**src/rtl/pipeline_hazard_ctrl_pkg.sv**
```systemverilog
// Shared definitions for the ID-stage interlock controller:
// default write-back distance, FSM encoding, NOP constant, busy helper.
package pipeline_hazard_ctrl_pkg;

    localparam int WB_DIST_DEF = 3;
    localparam int CNT_W_DEF   = 16;

    typedef enum logic [1:0] {
        ST_RUN    = 2'd0,
        ST_DRAIN  = 2'd1,
        ST_HALTED = 2'd2
    } state_t;

    // Canonical NOP (ADDI R0,R0,0) loaded into a squashed ID/EX slot.
    localparam logic [31:0] NOP_INSN = 32'h0000_0013;

    // A counter of 1 means the write lands in the register file this
    // cycle (write-first), so a reader may proceed. Only >1 blocks.
    function automatic logic reg_busy(input logic [1:0] cnt);
        return cnt > 2'd1;
    endfunction

endpackage

```
**src/rtl/pipeline_hazard_ctrl_scoreboard.sv**
```systemverilog
// Pending-write scoreboard: 31 x 2-bit countdowns (R0 untracked).
// Ports: clk/rst, i_set_en/i_set_reg load a counter, i_rd_a/i_rd_b
// read ports -> o_busy_a/o_busy_b, o_all_clear when nothing blocks.
module hazard_scoreboard
    import pipeline_hazard_ctrl_pkg::*;
#(
    parameter int WB_DIST = WB_DIST_DEF
) (
    input  logic       clk,
    input  logic       rst,
    input  logic       i_set_en,
    input  logic [4:0] i_set_reg,
    input  logic [4:0] i_rd_a,
    input  logic [4:0] i_rd_b,
    output logic       o_busy_a,
    output logic       o_busy_b,
    output logic       o_all_clear
);

    localparam logic [1:0] W_SET = 2'(WB_DIST);

    logic [1:0] r_cnt [32];
    logic       w_clear;

    always_ff @(posedge clk or posedge rst) begin
        if (rst) begin
            for (int i = 0; i < 32; i++) begin
                r_cnt[i] <= '0;
            end
        end else begin
            r_cnt[0] <= '0;
            for (int i = 1; i < 32; i++) begin
                if (i_set_en && i_set_reg == 5'(i)) begin
                    r_cnt[i] <= W_SET;
                end else if (r_cnt[i] != 2'd0) begin
                    r_cnt[i] <= r_cnt[i] - 2'd1;
                end
            end
        end
    end

    assign o_busy_a = (i_rd_a != 5'd0) && reg_busy(r_cnt[i_rd_a]);
    assign o_busy_b = (i_rd_b != 5'd0) && reg_busy(r_cnt[i_rd_b]);

    // Clear once every counter will be zero after this cycle's decrement.
    always_comb begin
        w_clear = 1'b1;
        for (int i = 0; i < 32; i++) begin
            if (reg_busy(r_cnt[i])) begin
                w_clear = 1'b0;
            end
        end
    end

    assign o_all_clear = w_clear;

endmodule

```
**src/rtl/pipeline_hazard_ctrl.sv**
```systemverilog
// Interlock controller beside ID: RAW stalls, branch squash, HLT drain.
// Ports: clk1/rst, ID instruction fields, ex_br_taken -> stall, bubble,
// flush, halted (sticky), stall_cnt (saturating hazard-stall count).
module pipeline_hazard_ctrl
    import pipeline_hazard_ctrl_pkg::*;
#(
    parameter int WB_DIST = WB_DIST_DEF,
    parameter int CNT_W   = CNT_W_DEF
) (
    input  logic             clk1,
    input  logic             rst,
    input  logic             id_valid,
    input  logic [4:0]       id_rs,
    input  logic [4:0]       id_rt,
    input  logic             id_uses_rs,
    input  logic             id_uses_rt,
    input  logic             id_wr_en,
    input  logic [4:0]       id_wr_reg,
    input  logic             id_halt,
    input  logic             ex_br_taken,
    output logic             stall,
    output logic             bubble,
    output logic             flush,
    output logic             halted,
    output logic [CNT_W-1:0] stall_cnt
);

    state_t           r_state;
    logic [CNT_W-1:0] r_stall_cnt;

    logic w_busy_rs;
    logic w_busy_rt;
    logic w_all_clear;
    logic w_haz;
    logic w_run;
    logic w_issue;
    logic w_set;
    logic w_stall_evt;

    assign w_run   = (r_state == ST_RUN);
    assign w_haz   = id_valid & ((id_uses_rs & w_busy_rs) |
                                 (id_uses_rt & w_busy_rt));
    assign w_issue = id_valid & ~w_haz & ~ex_br_taken & w_run;
    // HLT never reserves a destination.
    assign w_set   = w_issue & id_wr_en & ~id_halt &
                     (id_wr_reg != 5'd0);
    assign w_stall_evt = w_run & w_haz & ~ex_br_taken;

    hazard_scoreboard #(
        .WB_DIST (WB_DIST)
    ) u_sb (
        .clk         (clk1),
        .rst         (rst),
        .i_set_en    (w_set),
        .i_set_reg   (id_wr_reg),
        .i_rd_a      (id_rs),
        .i_rd_b      (id_rt),
        .o_busy_a    (w_busy_rs),
        .o_busy_b    (w_busy_rt),
        .o_all_clear (w_all_clear)
    );

    always_ff @(posedge clk1 or posedge rst) begin
        if (rst) begin
            r_state <= ST_RUN;
        end else begin
            unique case (r_state)
                ST_RUN: begin
                    if (w_issue && id_halt) begin
                        r_state <= ST_DRAIN;
                    end
                end
                ST_DRAIN: begin
                    if (w_all_clear) begin
                        r_state <= ST_HALTED;
                    end
                end
                ST_HALTED: begin
                    r_state <= ST_HALTED;
                end
                default: begin
                    r_state <= ST_RUN;
                end
            endcase
        end
    end

    always_ff @(posedge clk1 or posedge rst) begin
        if (rst) begin
            r_stall_cnt <= '0;
        end else if (w_stall_evt && !(&r_stall_cnt)) begin
            r_stall_cnt <= r_stall_cnt + 1'b1;
        end
    end

    // A taken branch beats a hazard: the squashed instruction is not held.
    always_comb begin
        stall  = 1'b0;
        bubble = 1'b0;
        flush  = 1'b0;
        halted = 1'b0;
        unique case (r_state)
            ST_RUN: begin
                flush  = ex_br_taken;
                bubble = w_haz | ex_br_taken;
                stall  = w_haz & ~ex_br_taken;
            end
            ST_DRAIN: begin
                stall  = 1'b1;
                bubble = 1'b1;
            end
            ST_HALTED: begin
                stall  = 1'b1;
                bubble = 1'b1;
                halted = 1'b1;
            end
            default: begin
                stall  = 1'b0;
            end
        endcase
    end

    assign stall_cnt = r_stall_cnt;

endmodule

```
**config.mk**
```make
export PLATFORM = sky130hd
export DESIGN_NAME = pipeline_hazard_ctrl
export DESIGN_NICKNAME = d
export VERILOG_FILES = /design/src/rtl/pipeline_hazard_ctrl_pkg.sv /design/src/rtl/pipeline_hazard_ctrl_scoreboard.sv /design/src/rtl/pipeline_hazard_ctrl.sv
export SDC_FILE = /design/constraint.sdc
export NUM_CORES = 1
export LEC_CHECK = 0
export CAP_MARGIN = 20
export CORE_ASPECT_RATIO = 0.6
export CORE_MARGIN = 10
export CORE_UTILIZATION = 60
export CTS_CLUSTER_DIAMETER = 200
export DETAILED_ROUTE_END_ITERATION = 10
export HOLD_SLACK_MARGIN = 0.12
export PLACE_DENSITY = 0.82
export REMOVE_ABC_BUFFERS = 1
export SYNTH_ARGS = -nofsm -noshare
export SYNTH_HDL_FRONTEND = slang
export SYNTH_HIERARCHICAL = 1
export SYNTH_SLANG_ARGS = --single-unit
```
**constraint.sdc**
```tcl
create_clock -name clk1 -period 5.5 [get_ports clk1]
set_input_delay 1.1 -clock clk1 [delete_from_list [all_inputs] [get_ports clk1]]
set_output_delay 1.1 -clock clk1 [all_outputs]
set_load 0.01 [all_outputs]
```
Word level (Yosys, flattened, before mapping)
Cells that the tools add are included.
- register bits: 80
- logic and storage cells: 365
- output and inout port bits: 20
- input bits: 23
- equal/unequal tests: 35
- reduce and logical (&&, ||, !) cells: 105
- mux-type cells: 106
- add/sub/neg operators: 32
- bitwise operators: 19
- magnitude comparators: 35
- operators with widths (cell ; count):
    $mux 2 ; 68
    $reduce_bool 2->1 ; 62
    $eq 5x5->1 const B ; 16
    $gt 2x1->1 const B ; 33
    $sub 2x1->2 const B ; 31
    $eq 5x4->1 const B ; 8
    $logic_and 1x1->1 ; 35
    $mux 1 ; 33
    $bmux 2 s5 ; 2
    $eq 5x3->1 const B ; 4
    $add 16x1->16 const B ; 1
    $reduce_and 16->1 ; 1
    $reduce_bool 5->1 ; 3
    $and 1x1->1 ; 12
    $ge 6x6->1 const B ; 2
    $not 5->6 ; 2
    $eq 5x2->1 const B ; 2
    $pmux 2 s3 ; 1
    $eq 5x1->1 const B ; 1
    $ne 2x1->1 const B ; 2
    $pmux 1 s2 ; 2
    $not 1->1 ; 3
    $eq 2x1->1 const B ; 1
    $eq 2x2->1 const B ; 1
    other kinds (5) ; 6

Depth between registers and ports, before layout
Gate-level depths: netlist of the first run.
- depth after elaboration: 34
- depth in mapped cells: 13
- depth with buffers taken out: 12

Hierarchy
Netlist of the first run, hierarchy kept.
- by module, submodules not included (module ; seq. area each (µm²) ; cells each ; times used ; area an instance (µm²)):
    hazard_scoreboard ; 1551.5 ; 460 ; 1 ; 4366.7
    pipeline_hazard_ctrl ; 450.4 ; 101 ; 1 ; 1131.1

Worst setup path before layout of the first run
Ideal clock, no wire load.
- path kind: input -> output
- start point: input id_rs[1]
- end point: output stall
- arrival time: 2.830 ns
- data required time: 4.400 ns
- path slack: 1.570 ns
- path buffers: 2
- cell stages on the path: 11
- cell sequence: clkbuf_2 -> mux4_1 -> inv_1 -> a2111oi_0 -> a41oi_1 -> nand3_1 -> a22o_1 -> nor2b_1 -> buf_2 -> nor2_1 -> nor2_1
- cells in the longest elaborated chain, start to end: 11
- elaborated cells between the ends (all ways): 12
- those cells by class: order compare: 1; mux: 4; bitwise: 5; reduce/logical: 2
- ends and longest elaborated chain (item ; RTL line ; source):
    start: declaration ; pipeline_hazard_ctrl.sv:13 ; input logic [4:0] id_rs,
    $not 5->6 (not written as such) ; pipeline_hazard_ctrl_scoreboard.sv:42 ; assign o_busy_a = (i_rd_a != 5'd0) && reg_busy(r_cnt[i_rd_a]);
    $bmux 2 s5 ; pipeline_hazard_ctrl_scoreboard.sv:42 ;
    $mux 2 (not written as such) (2 in series) ; pipeline_hazard_ctrl_scoreboard.sv:42 ;
    $gt 2x1->1 ; pipeline_hazard_ctrl_pkg.sv:20 ; return cnt > 2'd1;
    $logic_and 1x1->1 (*) ; pipeline_hazard_ctrl_scoreboard.sv:42 ;
    via w_busy_rs ; pipeline_hazard_ctrl.sv:31 ; logic w_busy_rs;
    $and 1x1->1 (*) ; pipeline_hazard_ctrl.sv:41 ; assign w_haz = id_valid & ((id_uses_rs & w_busy_rs) |
    $or 1x1->1 (*) ; pipeline_hazard_ctrl.sv:41 ;
    $and 1x1->1 (*) ; pipeline_hazard_ctrl.sv:41 ;
    $and 1x1->1 (*) ; pipeline_hazard_ctrl.sv:106 ; stall = w_haz & ~ex_br_taken;
    $pmux 1 s2 (*) ; pipeline_hazard_ctrl.sv:102 ; unique case (r_state)
    end: declaration ; pipeline_hazard_ctrl.sv:21 ; output logic stall,
The timed path passes the listed nets; every way through them passes the cells marked *. The select of a mux whose other input is x is not followed.

Worst setup path in the final report of the first run
- start point: input id_rs[0]
- end point: output bubble
- cells in the longest elaborated chain, start to end: 11
- elaborated cells between the ends (all ways): 12
- those cells by class: order compare: 1; mux: 4; bitwise: 5; reduce/logical: 2
- ends and longest elaborated chain (item ; RTL line ; source):
    $not 5->6 (not written as such) ; pipeline_hazard_ctrl_scoreboard.sv:42 ;
    $bmux 2 s5 ; pipeline_hazard_ctrl_scoreboard.sv:42 ;
    $mux 2 (not written as such) (2 in series) ; pipeline_hazard_ctrl_scoreboard.sv:42 ;
    $gt 2x1->1 ; pipeline_hazard_ctrl_pkg.sv:20 ;
    $logic_and 1x1->1 (*) ; pipeline_hazard_ctrl_scoreboard.sv:42 ;
    via w_busy_rs ; pipeline_hazard_ctrl.sv:31 ;
    $and 1x1->1 (*) ; pipeline_hazard_ctrl.sv:41 ;
    $or 1x1->1 (*) ; pipeline_hazard_ctrl.sv:41 ;
    $and 1x1->1 (*) ; pipeline_hazard_ctrl.sv:41 ;
    $or 1x1->1 (*) ; pipeline_hazard_ctrl.sv:105 ; bubble = w_haz | ex_br_taken;
    $pmux 1 s2 (*) ; pipeline_hazard_ctrl.sv:102 ;
    end: declaration ; pipeline_hazard_ctrl.sv:22 ; output logic bubble,
Marks and branches as above.

==> reports/results.txt, run 1 <==
Outcome: completed
Top cell family by delay on the critical path: compound AO/OA/AOI/OAI gates
Top FF cell, synth: dfrtp_1
Die area: 0.01352 mm^2
# IOs: 43
Post-route cell area: 0.006352 mm^2
Post-synth ARST share: 1.000
All-Layer GR Usage: 0.2180
Final worst setup slack: 0.3104 ns
Worst reg-to-reg path cell count: 12
CTS tree: yes
Crit-path cells: clkdlybuf4s50_1 > mux2_2 > a221oi_1 > a2111oi_0 > a41oi_1 > nand3_1 > a22o_1 > a21o_1 > a21oi_1 > nor2_1 > clkdlybuf4s50_1
CP max stage cell: clkdlybuf4s50_1
CP max FO: 8
Vias in the first global route: 4332
Crit path buf inv count: 2
Initial antenna violation count: 1
GP Congestion: 0.9669
Cell Area, Synth: 0.005498 mm^2
Worst path arrival time: 4.09 ns
Mapped Cells: 561
Crit path depth: 11
Minimum clock period: 5.190 ns
Clk sinks: 80
Setup CP Type: in -> out
Final core utilization: 0.7286
CTS buffer count: 9
Worst setup path startpoint: id_rs[0]
Worst setup EP type: primary output
Highest Clock Rate: 192.7 MHz
Worst Tran Pin Value: 0.8578 ns
Number of synthesized flops with an enable pin: 0
1st-iter DRT viols: 490
Row Count: 26
Leakage: 3.161 nW
Final Power: 3.526 mW
Synth Warn #: 6
Post-route clock period utilization: 0.9436
Flop-to-flop setup slack: 1.84 ns
Worst min-delay path class: reg -> reg
Routed WL: 14.23 mm
Grt met3 use: 0.05909
Placed instance area: 0.006031 mm^2
Top post-synthesis cells by count: 105 x nand2_1, 80 x dfrtp_1, 71 x inv_1
Placement Setup Slack: 0.3850 ns
Count leader, synth: nand2_1
Synth top area share: 0.3641
DRC: 0
Via count: 4240
GR Util met1: 0.2998
Grt peak-use layer: met2
Overall die height: 94.15 um
Area leader, netlist: dfrtp_1
GRT met2 Usage: 0.3354
Sequential cell area: 0.002002 mm^2
Setup TNS: 0 ns
Max VDD drop: 0.0003339 V
Clk Latency, worst-skew pair: 0.34 ns
Multi-input logic area: 0.003149 mm^2
Setup Buffers After CTS: 0
Reg2reg end: u_sb/r_cnt[27]
Drt wl/cell: 19.63 um
Port Buffers: 42
Max Cap Violations: 0
Cell mode on critical path: clkdlybuf4s50_1
GR Overflow Total: 0
Area contributors post-synth: dfrtp_1 36%, ha_1 15%, nand2_1 7.2%
Critical Path RT: 4.40 ns
Reg-to-reg startpoint: u_sb/r_cnt[47]
Via density: 5.848
RSZ-0062 raised after global routing: no
Final antenna diode count: 0
Mean post-synth cell area: 9.800 um^2
Largest net degree at the start of global routing: 63
Initial Utilization: 0.6306
Worst Setup Start Kind: input pin
Hold Fails Final Rpt: 0
Root Driver: clkbuf_16
CP Capture Point: bubble
First-pass GRT wire length: 22.90 mm
H-tree depth: 3
Layout cells sized above 1: 0.1126
Yosys reg bits: 80
Worst slew margin: 0.4270
Pins over their slew limit: 0
Hpwl dp: 11.10 mm
CTS clk-pin slew, worst paths: 0.06 ns
Endpoints failing setup: 0
Area grow syn2layout: 15.54%
Die X: 143.6 um
CORE AREA: 0.008718 mm^2
Post-CTS Resized: 0
Drt pass-1 iters: 5
Synth unique cells: 52
Layout Nets: 699
CTS Hold Bufs: 0
Slowest stage delay, CP: 0.67 ns
PwrDens: 555.0 mW/mm^2
Fill cell count: 627
ANT nets after route: 0
Layout Skew: 0.008225 ns
Post-synthesis sequential area ratio: 0.3641
Clk buf depth: 2
per-stage QoR:
| stage | hold slack, ns | instances |
|---|---|---|
| global placement | 0.4790 | 709 |
| finish | 0.4949 | 725 |
| global route | 0.5261 | 725 |
| floorplan | 0.4983 | 549 |
| CTS | 0.4909 | 725 |
| detailed placement | 0.4798 | 709 |
logic make-up (layout without fill, tap and decap cells):
group                      count (synthesis)  after routing  share of synthesized area
AOI/OAI and AO/OA                         58             58                    0.07806
muxes                                     48             48                     0.1010
DFF                                       80             80                     0.3641
buffers and inverters                     85            137                    0.06304
adders and majority gates                 68             68                     0.1548
xor gates and xnor gates                  46             46                    0.07328
and+or+nand+nor                          176            176                     0.1657
how the worst min path moves through the flow:
stage	startpoint	cells past startpoint	slack (ns)	endpoint
2_1_floorplan	u_sb/r_cnt[55]	2	0.50	u_sb/r_cnt[55]
3_3_place_gp	stall_cnt[15]	1	0.48	stall_cnt[15]
3_5_place_dp	stall_cnt[15]	1	0.48	stall_cnt[15]
4_1_cts	stall_cnt[15]	1	0.49	stall_cnt[15]
5_1_grt	stall_cnt[11]	1	0.53	stall_cnt[11]
6_report	stall_cnt[15]	1	0.49	stall_cnt[15]
layer usage:
layer	wire length, um	vias to the layer above
li1	-	2002
met1	6594	2083
met2	6456	143
met3	1081	12
met4	99	0
met5	0	-
cell usage in the layout (no fill, tap or decap), types with 9 or more instances in the layout:
master | synthesis | layout
mux2i_1 | 12 | 12
mux2_2 | 33 | 33
ha_1 | 68 | 68
o22ai_1 | 15 | 15
clkbuf_16 | 0 | 9
o211ai_1 | 13 | 13
clkdlybuf4s50_1 | 0 | 42
dfrtp_1 | 80 | 80
nand2_1 | 105 | 105
inv_1 | 71 | 70
nor2_1 | 12 | 12
nor2b_1 | 13 | 13
xor2_1 | 38 | 38
sequential cells by signal, indices dropped and copies added, names as in the netlist:
signal and count:
r_state 2, stall_cnt 16, u_sb/r_cnt 62
power by group:
part | internal, mW | total (mW) | switching, mW
Sequential | 0.873 | 1.16 | 0.286
Clock | 0.410 | 0.650 | 0.240
Combinational | 0.840 | 1.72 | 0.876
Total | 2.12 | 3.53 | 1.40
worst register-to-register path: stages (launching register included):
cell and delay (ns):
dfrtp_1 0.40, nor2b_1 0.14, a2111oi_0 0.46, a221oi_1 0.11
a41oi_1 0.24, nand3_1 0.14, a22o_1 0.30, or4b_1 0.61
a21oi_1 0.24, nand2_1 0.17, nor2_1 0.44, nand2_1 0.22
nand2_1 0.13
area by class of cell:
| cell class | count | area share |
|---|---|---|
| multi-input combinational | 396 | 0.4958 |
| sequential | 80 | 0.3151 |
| timing repair buffer | 48 | 0.07327 |
| inverter | 73 | 0.04314 |
| clock buffer | 11 | 0.03821 |
| tap | 112 | 0.02206 |
| clock inverter | 5 | 0.01241 |
No activity file was read; power rests on OpenSTA's default activity.
==> run 2, diff against run 1 <==
- CORE_MARGIN: 10 -> 2
- CORE_UTILIZATION: 60 -> 59
- PLACE_DENSITY: 0.82 -> 0.81
- clock period: 5.5 -> 4.98 ns (I/O delays scaled with it)
==> run 2 against run 1 <==
Effect of this change: wire length shrank 6.9%; flip-flop and latch count is the same; die area shrank 25%; clock-buffer cell count is the same; global-route usage grew 6.1 points; largest cell class unchanged; highest routed layer unchanged.
==> reports/results.txt, run 2 (same netlist as run 1, synthesis figures left out) <==
Worst slew margin: 0.4429 (+0.01596)
Initial antenna violation count: 0 (-1)
Setup Buffers After CTS: 0 (unchanged)
Flop-to-flop setup slack: 1.55 ns (-0.29 ns)
Outcome: completed
All-Layer GR Usage: 0.2787 (+0.06074)
RSZ-0062 raised after global routing: no
CTS clk-pin slew, worst paths: 0.06 ns (about the same)
Via density: 5.834 (-0.24%)
Max FFs per register: 62 (unchanged)
Hold Fails Final Rpt: 0 (unchanged)
Worst min-delay path class: reg -> reg
Worst Tran Pin Value: 0.8339 ns (-0.02389 ns)
Most frequent cells in the layout: 105 x nand2_1, 80 x dfrtp_1, 70 x inv_1
GRT met2 Usage: 0.4372 (+0.1019)
Clk Latency, worst-skew pair: 0.35 ns (about the same)
Drt wl/cell: 18.13 um (-7.6%)
First-pass GRT wire length: 21.42 mm (-6.4%)
CTS tree: yes
Layout cells sized above 1: 0.1171 (+0.004512)
Worst Setup Start Kind: input pin
Overall die height: 78.78 um (-16%)
GR Util met1: 0.3848 (+0.08493)
Die area: 0.01013 mm^2 (-25%)
Layout Skew: 0.007381 ns (-0.0008438 ns)
Clk sinks: 80 (unchanged)
GR Overflow Total: 0 (unchanged)
Largest net degree at the start of global routing: 35 (-44%)
Setup CP Type: in -> out
Port Buffers: 42 (unchanged)
# IOs: 43 (unchanged)
Post-CTS Resized: 0 (unchanged)
DRC: 0 (unchanged)
Reg-to-reg startpoint: u_sb/r_cnt[47]
Drt pass-1 iters: 5 (unchanged)
CORE AREA: 0.009121 mm^2 (+4.6%)
Highest Clock Rate: 206.5 MHz
Die X: 128.6 um (-10%)
Routed WL: 13.26 mm (-6.9%)
ANT nets after route: 0 (unchanged)
Register bank with the most flops: u_sb/r_cnt
Vias in the first global route: 4336 (+0.092%)
Post-route clock period utilization: 0.9724
Setup TNS: 0 ns (unchanged)
Hpwl dp: 10.22 mm (-7.9%)
Pins over their slew limit: 0 (unchanged)
Area grow syn2layout: 15.93%
Commonest non-fill, non-tap cell in the layout: nand2_1
Leakage: 3.170 nW (+0.30%)
Endpoints failing setup: 0 (unchanged)
CTS buffer count: 9 (unchanged)
Via count: 4265 (+0.59%)
Worst setup path startpoint: id_rt[0]
CP max FO: 18 (+10)
Max Cap Violations: 0 (unchanged)
Minimum clock period: 4.842 ns
CTS Hold Bufs: 0 (unchanged)
Grt peak-use layer: met2
Clk buf depth: 2 (unchanged)
GP Congestion: 0.9777 (+1.1%)
Row Count: 27 (+3.8%)
Initial Utilization: 0.6027 (-0.02785)
Final core utilization: 0.6988 (-0.02985)
Critical Path RT: 3.98 ns (-0.42 ns)
PwrDens: 596.9 mW/mm^2 (+7.5%)
Hold wc startpoint: stall_cnt[7]
Grt met3 use: 0.06941 (+0.01032)
Worst path arrival time: 3.85 ns (-0.24 ns)
Worst setup EP type: primary output
1st-iter DRT viols: 317 (-35%)
Max VDD drop: 0.0003531 V (+5.7%)
Layout Nets: 703 (+0.57%)
H-tree depth: 3 (unchanged)
Final antenna diode count: 0 (unchanged)
Root Driver: clkbuf_16
==> run 2: cell count changes in the layout (fill, tap and decap cells not counted), sizes merged <==
cell      delta
clkinvlp     +1
buf          +4
inv          -1
bufinv       -1
clkinv       -1
==> run 2: critical path, cell delays in order <==
cell and delay [ns]:
clkdlybuf4s50_1 0.52, buf_4 0.26, nor2b_1 0.07, a2111oi_0 0.41, a221oi_1 0.10, a41oi_1 0.23, nand3_1 0.09, a22o_1 0.27
a21o_1 0.20, a21oi_1 0.14, nor2_1 0.06, clkdlybuf4s50_1 0.49
==> run 2: area by class of cell <==
type | count | area, um^2
clock buffers | 11 | 252.7
clock inverters | 3 | 42.54
fillers | 674 | 2748
inverters | 73 | 274.0
multi-input cells | 396 | 3149
flip-flops and latches | 80 | 2002
well taps | 116 | 145.1
repair buffers | 52 | 508.0
==> run 2: worst paths after layout <==
| check | end | depth (start not counted) |
|---|---|---|
| worst min register to register | stall_cnt[7] | 1 |
| min in group asynchronous | u_sb/r_cnt[14] | 2 |
| worst min-delay path | stall_cnt[7] | 1 |
| max in group asynchronous | u_sb/r_cnt[59] | 3 |
| worst max register to register | u_sb/r_cnt[20] | 12 |
| worst max-delay path | bubble | 12 |
==> run 2: stage by stage <==
stage                     setup slack, ns  instance area [um^2]  hold slack [ns]  instances  power, mW
after floorplan                     1.303                  5425           0.4983        549      2.561
after global placement             0.3164                  6078           0.4804        717      2.936
after detailed placement           0.1744                  6078           0.4906        717      3.110
after CTS                          0.1725                  6374           0.5000        731      3.803
after global routing             0.002229                  6374           0.5382        731      4.110
final                              0.1376                  6374           0.4993        731      3.804
==> run 2: metal layers <==
metal	vias up	routed length, um
li1	1994	-
met1	2105	6191
met2	141	5894
met3	25	898
met4	0	271
met5	-	0
==> run 2: power breakdown <==
part / internal (mW) / switching [mW]
Clock: 0.409 / 0.257
Combinational: 0.922 / 0.936
Sequential: 0.965 / 0.316
